<file path="src/rtl/inv_mix_columns.sv">
// AES InvMixColumns stage with valid/ready handshake, iterating COLS_PER_CYCLE columns per cycle.
// Optional macro INV_MIX_BYPASS_EN adds in_bypass to pass the captured state through unchanged.
module inv_mix_columns #(
    parameter int unsigned COLS_PER_CYCLE = 1
) (
    input  logic         clk,
    input  logic         rst,
    input  logic         in_valid,
    output logic         in_ready,
    input  logic [127:0] in_state,
    output logic         out_valid,
    input  logic         out_ready,
    output logic [127:0] out_state,
    output logic         busy
`ifdef INV_MIX_BYPASS_EN
   ,input  logic         in_bypass
`endif
);

    if (!(COLS_PER_CYCLE == 1 || COLS_PER_CYCLE == 2 || COLS_PER_CYCLE == 4)) begin : g_bad_cols
        $error("inv_mix_columns: COLS_PER_CYCLE must be 1, 2 or 4");
    end

    typedef enum logic [1:0] {IDLE, CALC, DONE} state_t;

    localparam logic [1:0] STEP = 2'(COLS_PER_CYCLE % 4);
    localparam logic [1:0] LAST = 2'(4 - COLS_PER_CYCLE);

    state_t       state_q, state_d;
    logic [1:0]   cnt_q, cnt_d;
    logic [127:0] in_q, in_d;
    logic [127:0] out_q, out_d;
    logic         capture;
`ifdef INV_MIX_BYPASS_EN
    logic         byp_q, byp_d;
`endif

    function automatic logic [7:0] xt(input logic [7:0] b);
        return {b[6:0], 1'b0} ^ (b[7] ? 8'h1b : 8'h00);
    endfunction

    function automatic logic [31:0] inv_col(input logic [31:0] c);
        logic [7:0] a [4];
        logic [7:0] m9 [4];
        logic [7:0] mb [4];
        logic [7:0] md [4];
        logic [7:0] me [4];
        logic [7:0] x2, x4, x8;
        for (int unsigned i = 0; i < 4; i++) begin
            a[i]  = c[31-8*i -: 8];
            x2    = xt(a[i]);
            x4    = xt(x2);
            x8    = xt(x4);
            m9[i] = x8 ^ a[i];
            mb[i] = x8 ^ x2 ^ a[i];
            md[i] = x8 ^ x4 ^ a[i];
            me[i] = x8 ^ x4 ^ x2;
        end
        return {me[0] ^ mb[1] ^ md[2] ^ m9[3],
                m9[0] ^ me[1] ^ mb[2] ^ md[3],
                md[0] ^ m9[1] ^ me[2] ^ mb[3],
                mb[0] ^ md[1] ^ m9[2] ^ me[3]};
    endfunction

    always_ff @(posedge clk or posedge rst) begin
        if (rst) begin
            state_q <= IDLE;
            cnt_q   <= '0;
            in_q    <= '0;
            out_q   <= '0;
`ifdef INV_MIX_BYPASS_EN
            byp_q   <= 1'b0;
`endif
        end else begin
            state_q <= state_d;
            cnt_q   <= cnt_d;
            in_q    <= in_d;
            out_q   <= out_d;
`ifdef INV_MIX_BYPASS_EN
            byp_q   <= byp_d;
`endif
        end
    end

    always_comb begin
        state_d = state_q;
        cnt_d   = cnt_q;
        in_d    = in_q;
        capture = 1'b0;
        unique case (state_q)
            IDLE: begin
                if (in_valid) begin
                    state_d = CALC;
                    capture = 1'b1;
                end
            end
            CALC: begin
                cnt_d = cnt_q + STEP;
                if (cnt_q == LAST) state_d = DONE;
            end
            DONE: begin
                // Handoff and a new capture may share one edge.
                if (out_ready) begin
                    if (in_valid) begin
                        state_d = CALC;
                        capture = 1'b1;
                    end else begin
                        state_d = IDLE;
                    end
                end
            end
            default: state_d = IDLE;
        endcase
        if (capture) begin
            in_d  = in_state;
            cnt_d = '0;
        end
    end

`ifdef INV_MIX_BYPASS_EN
    always_comb begin
        byp_d = byp_q;
        if (capture) byp_d = in_bypass;
    end
`endif

    always_comb begin
        logic [1:0]  idx;
        int unsigned pos;
        logic [31:0] col;
        out_d = out_q;
        idx   = '0;
        pos   = 0;
        col   = '0;
        if (state_q == CALC) begin
            for (int unsigned j = 0; j < COLS_PER_CYCLE; j++) begin
                idx = cnt_q + 2'(j);
                pos = 32 * (3 - 32'(idx));
                col = in_q[pos +: 32];
`ifdef INV_MIX_BYPASS_EN
                out_d[pos +: 32] = byp_q ? col : inv_col(col);
`else
                out_d[pos +: 32] = inv_col(col);
`endif
            end
        end
    end

    always_comb begin
        in_ready  = (state_q == IDLE) || ((state_q == DONE) && out_ready);
        out_valid = (state_q == DONE);
        busy      = (state_q == CALC);
        out_state = out_q;
    end

endmodule
</file>
<file path="config.mk">
export PLATFORM = sky130hd
export DESIGN_NAME = inv_mix_columns
export DESIGN_NICKNAME = d
export VERILOG_FILES = /design/src/rtl/inv_mix_columns.sv
export SDC_FILE = /design/constraint.sdc
export NUM_CORES = 1
export LEC_CHECK = 0
export CAP_MARGIN = 20
export CORE_MARGIN = 3
export CORE_UTILIZATION = 53
export CTS_BUF_LIST = sky130_fd_sc_hd__clkbuf_4 sky130_fd_sc_hd__clkbuf_8
export DETAILED_ROUTE_END_ITERATION = 6
export MAX_ROUTING_LAYER = met4
export PLACE_DENSITY = 0.81
export SYNTH_ARGS = -nofsm -noshare
export SYNTH_HDL_FRONTEND = slang
export SYNTH_SLANG_ARGS = --single-unit
</file>
<file path="constraint.sdc">
create_clock -name clk -period 9.95 [get_ports clk]
set_input_delay 1.4925 -clock clk [delete_from_list [all_inputs] [get_ports clk]]
set_output_delay 1.4925 -clock clk [all_outputs]
set_load 0.01 [all_outputs]
</file>
==> reports/summary.md <==
For this run, the leading register cell type out of synthesis is sky130_fd_sc_hd__dfrtp_1. The run gives 0 as the number of buffers added to fix hold violations after cts. The startpoint identified for the worst register-to-register timing path is cnt_q[0].

In the synthesized netlist, the cells that appear most often are sky130_fd_sc_hd__dfrtp_1, sky130_fd_sc_hd__mux2_2, sky130_fd_sc_hd__xnor2_1. The layout-stage area growth over the synthesis result was 29.7%; the initial antenna violation count was 1. The die outline height works out to 161 microns. For the worst setup path, the data arrival time is 2780 ps.

In the final routed layout, each cell accounts on average for 20.7 microns. The endpoint kind of the worst setup timing path is an output port. Across every metal layer, demand over resource in global routing totals 26.1%.

For the standard-cell row count, the log shows 56. After floorplanning, the core was sized to cover 0.0235 sq mm. Worst min-delay path startpoint: out_state[80].

Clock skew on the completed layout was measured at 21.2 ps. The iteration count of the initial detailed-routing pass is 7, and the clock-pin slew on the worst setup and hold paths is 60 ps. The min-delay analysis places its worst path in the category flip-flop to flip-flop.

Summed over all layers, the routed wires come to 32200 microns. The number of enable flip-flop cells after synthesis is 0, and the number of distinct library cell variants in the gate-level netlist after synthesis is 37. The largest net degree at the start of global routing was 133; the count of buffers inserted at the top-level ports was 262.

The tools report the half-perimeter wire length after detailed placement as 23500 microns. The tools report the startpoint type of the worst setup path as an input port. After synthesis the cells add up to 0.0127 sq mm. Buffers inserted during clock tree synthesis total 43. The logs give 0 for the buffers inserted during post-CTS setup optimization and 2 for the level count of the clock H-tree. Yosys printed 0 warnings. The highest clock rate came out at 0.234 GHz.

The tools report the effective utilization at floorplan as 54.0%. In this run the remaining antenna-violating nets after routing total 0. Number of DRC markers after the initial detailed-route iteration: 522. The total count of max-transition violations in the final report is 0, and the x dimension of the die is 161 microns. The area share of the largest cell type after synthesis was 51.2%; the number of maximum-capacitance constraint violations was 0.

The tools report the total vias in the final route as 8450. For the number of clock sinks seen by CTS, the log shows 260. The average instance area after synthesis is 13.4 sq um. The cell at the root of the clock tree was sky130_fd_sc_hd__clkbuf_8. Of the synthesized area, sequential elements account for 51.2%. The clock passes through at most 3 buffers.

Setup violations remaining at the end of the flow were counted as 0. Cell count after synthesis: 946. For the final routed database, the setup TNS stands at 0 ps. In the post-synthesis netlist, the cell with the most instances is sky130_fd_sc_hd__dfrtp_1. The number of cells upsized or downsized after cts is 0. Summed over all layers, the global routing overflow is 0. The net count after synthesis was 1083. Sorting the synthesized cells by area gives the leading types as sky130_fd_sc_hd__dfrtp_1, sky130_fd_sc_hd__mux2_2, sky130_fd_sc_hd__xnor2_1, sky130_fd_sc_hd__mux4_2, sky130_fd_sc_hd__xnor3_1. In the routed layout, each cell is associated on average with a via count of 5.44. For the worst flop-to-flop path, the logic depth is 7. After synthesis the netlist holds a flip-flop and latch count of 260.

Setup repair after global routing left no endpoint under its margin. At the end of the flow, the number of nets in the layout was 1341. The fraction of layout instances using a drive strength above 1 was 21.8%; the insertion delay to the later sink of the worst-skew pair was 540 ps. The fraction of synthesis flops using an asynchronous set or reset pin is 100%.

The run finished with clean final reports. The tools report the number of I/O pins as 263. The setup check on the worst reg-to-reg path leaves a slack of 5990 ps. The leading area contributor after synthesis was sky130_fd_sc_hd__dfrtp_1. The final count of hold timing violations came out at 0. For hold timing, the worst endpoint is out_state[80]. The number of global-route vias before repair is 8959, and the residual DRC count is 0. TritonCTS built the clock tree. Largest fanout on the critical path: 2.

For the pin with the worst max-slew slack, the measured transition is 1040 ps. The die outline area was 0.0259 sq mm; the global-route wire length before repair was 51000 microns. The worst setup path is of the input port to output port kind. The last weighted congestion value of the routability-driven placer is 0.917. The worst path needs 4270 ps of the cycle, external delays included. Counting instances, the worst hold path has a depth of 2.

Headroom to the max-slew limit came out at 30.4%. The required time of the critical path came out at 8460 ps. The endpoint identified for the worst register-to-register timing path is out_state[117]. The share of the clock period used by the worst path is 42.9%.
-- registers in the layout, summed over array words and instances, names as in the netlist --
signal / cells
state_q: 2
in_q: 128
cnt_q: 2
out_state: 128
-- critical path, cell delays in order --
cell and delay, ps:
sky130_fd_sc_hd__clkdlybuf4s50_1 450, sky130_fd_sc_hd__inv_1 50, sky130_fd_sc_hd__a21oi_1 190, sky130_fd_sc_hd__clkdlybuf4s50_1 580
-- routing by layer --
metal	vias to the layer above	wire length [microns]	part of all wire, %	global-route usage, %
met5	-	0	0	-
met4	0	830	2.6	7.90
met3	71	2620	8.1	6.09
met2	353	15300	48	40.3
met1	4233	13400	42	34.9
li1	3793	-	-	-
-- per-stage QoR --
stage / setup WS (ps) / cell area (sq um) / hold slack (ps) / utilization (%) / std cells
after floorplan: 1300 / 12700 / 472 / - / 946
after global placement: 5690 / 15500 / 461 / 65.8 / 1478
after detailed placement: 5680 / 15500 / 469 / 65.8 / 1478
after CTS: 5700 / 16500 / 482 / 70.0 / 1551
after global routing: 5640 / 16500 / 505 / 70.0 / 1552
final: 5680 / 16500 / 475 / 70.0 / 1552
-- cell usage in the layout, fill, tap and decap left out, drive strengths merged, types with 2 or more instances in the layout --
master | Yosys | final
or3 | 2 | 2
o21ai | 108 | 108
bufinv | 0 | 4
mux2 | 128 | 128
nor2b | 2 | 2
nor3 | 2 | 2
ha | 5 | 5
a21oi | 2 | 2
buf | 24 | 10
a22o | 21 | 21
nand2 | 114 | 114
xor2 | 32 | 32
nor2 | 3 | 3
clkbuf | 35 | 68
xnor2 | 132 | 132
xnor3 | 32 | 32
mux4 | 32 | 32
dfrtp | 260 | 260
clkdlybuf4s50 | 0 | 262
inv | 5 | 5
-- worst max path at each step --
stage / endpoint / from / cells after the start / slack (ps)
2_1_floorplan: cnt_q[0] / rst / 1 / 1300
3_3_place_gp: in_q[17] / out_ready / 6 / 5690
3_5_place_dp: in_q[48] / out_ready / 6 / 5680
4_1_cts: in_ready / out_ready / 4 / 5700
5_1_grt: in_ready / out_ready / 4 / 5640
6_report: in_ready / out_ready / 4 / 5680
-- logic make-up (layout without fill, tap and decap cells) --
group                      Yosys count  after routing  synth area share, %
and+or+nand+nor                    128            128                 4.03
other                                0              1                    0
buffers and inverters               64            350                 2.69
xor gates and xnor gates           197            197                 18.7
muxes                              160            160                 17.1
adders and majority gates            5              5                0.492
DFF                                260            260                 51.2
AOI/OAI and AO/OA                  132            132                 5.84
-- layout make-up --
cell class	instances	area, sq um
diodes	1	2.50
well taps	319	399
inverters	5	26.3
clock buffers	68	867
flip-flops and latches	260	6510
multi-input cells	622	5860
clock inverters	5	125
repair buffers	272	2700
fillers	1679	7050
Power is not shown: default switching activity piles up to over one toggle a cycle in this logic, so the estimate is an artifact.
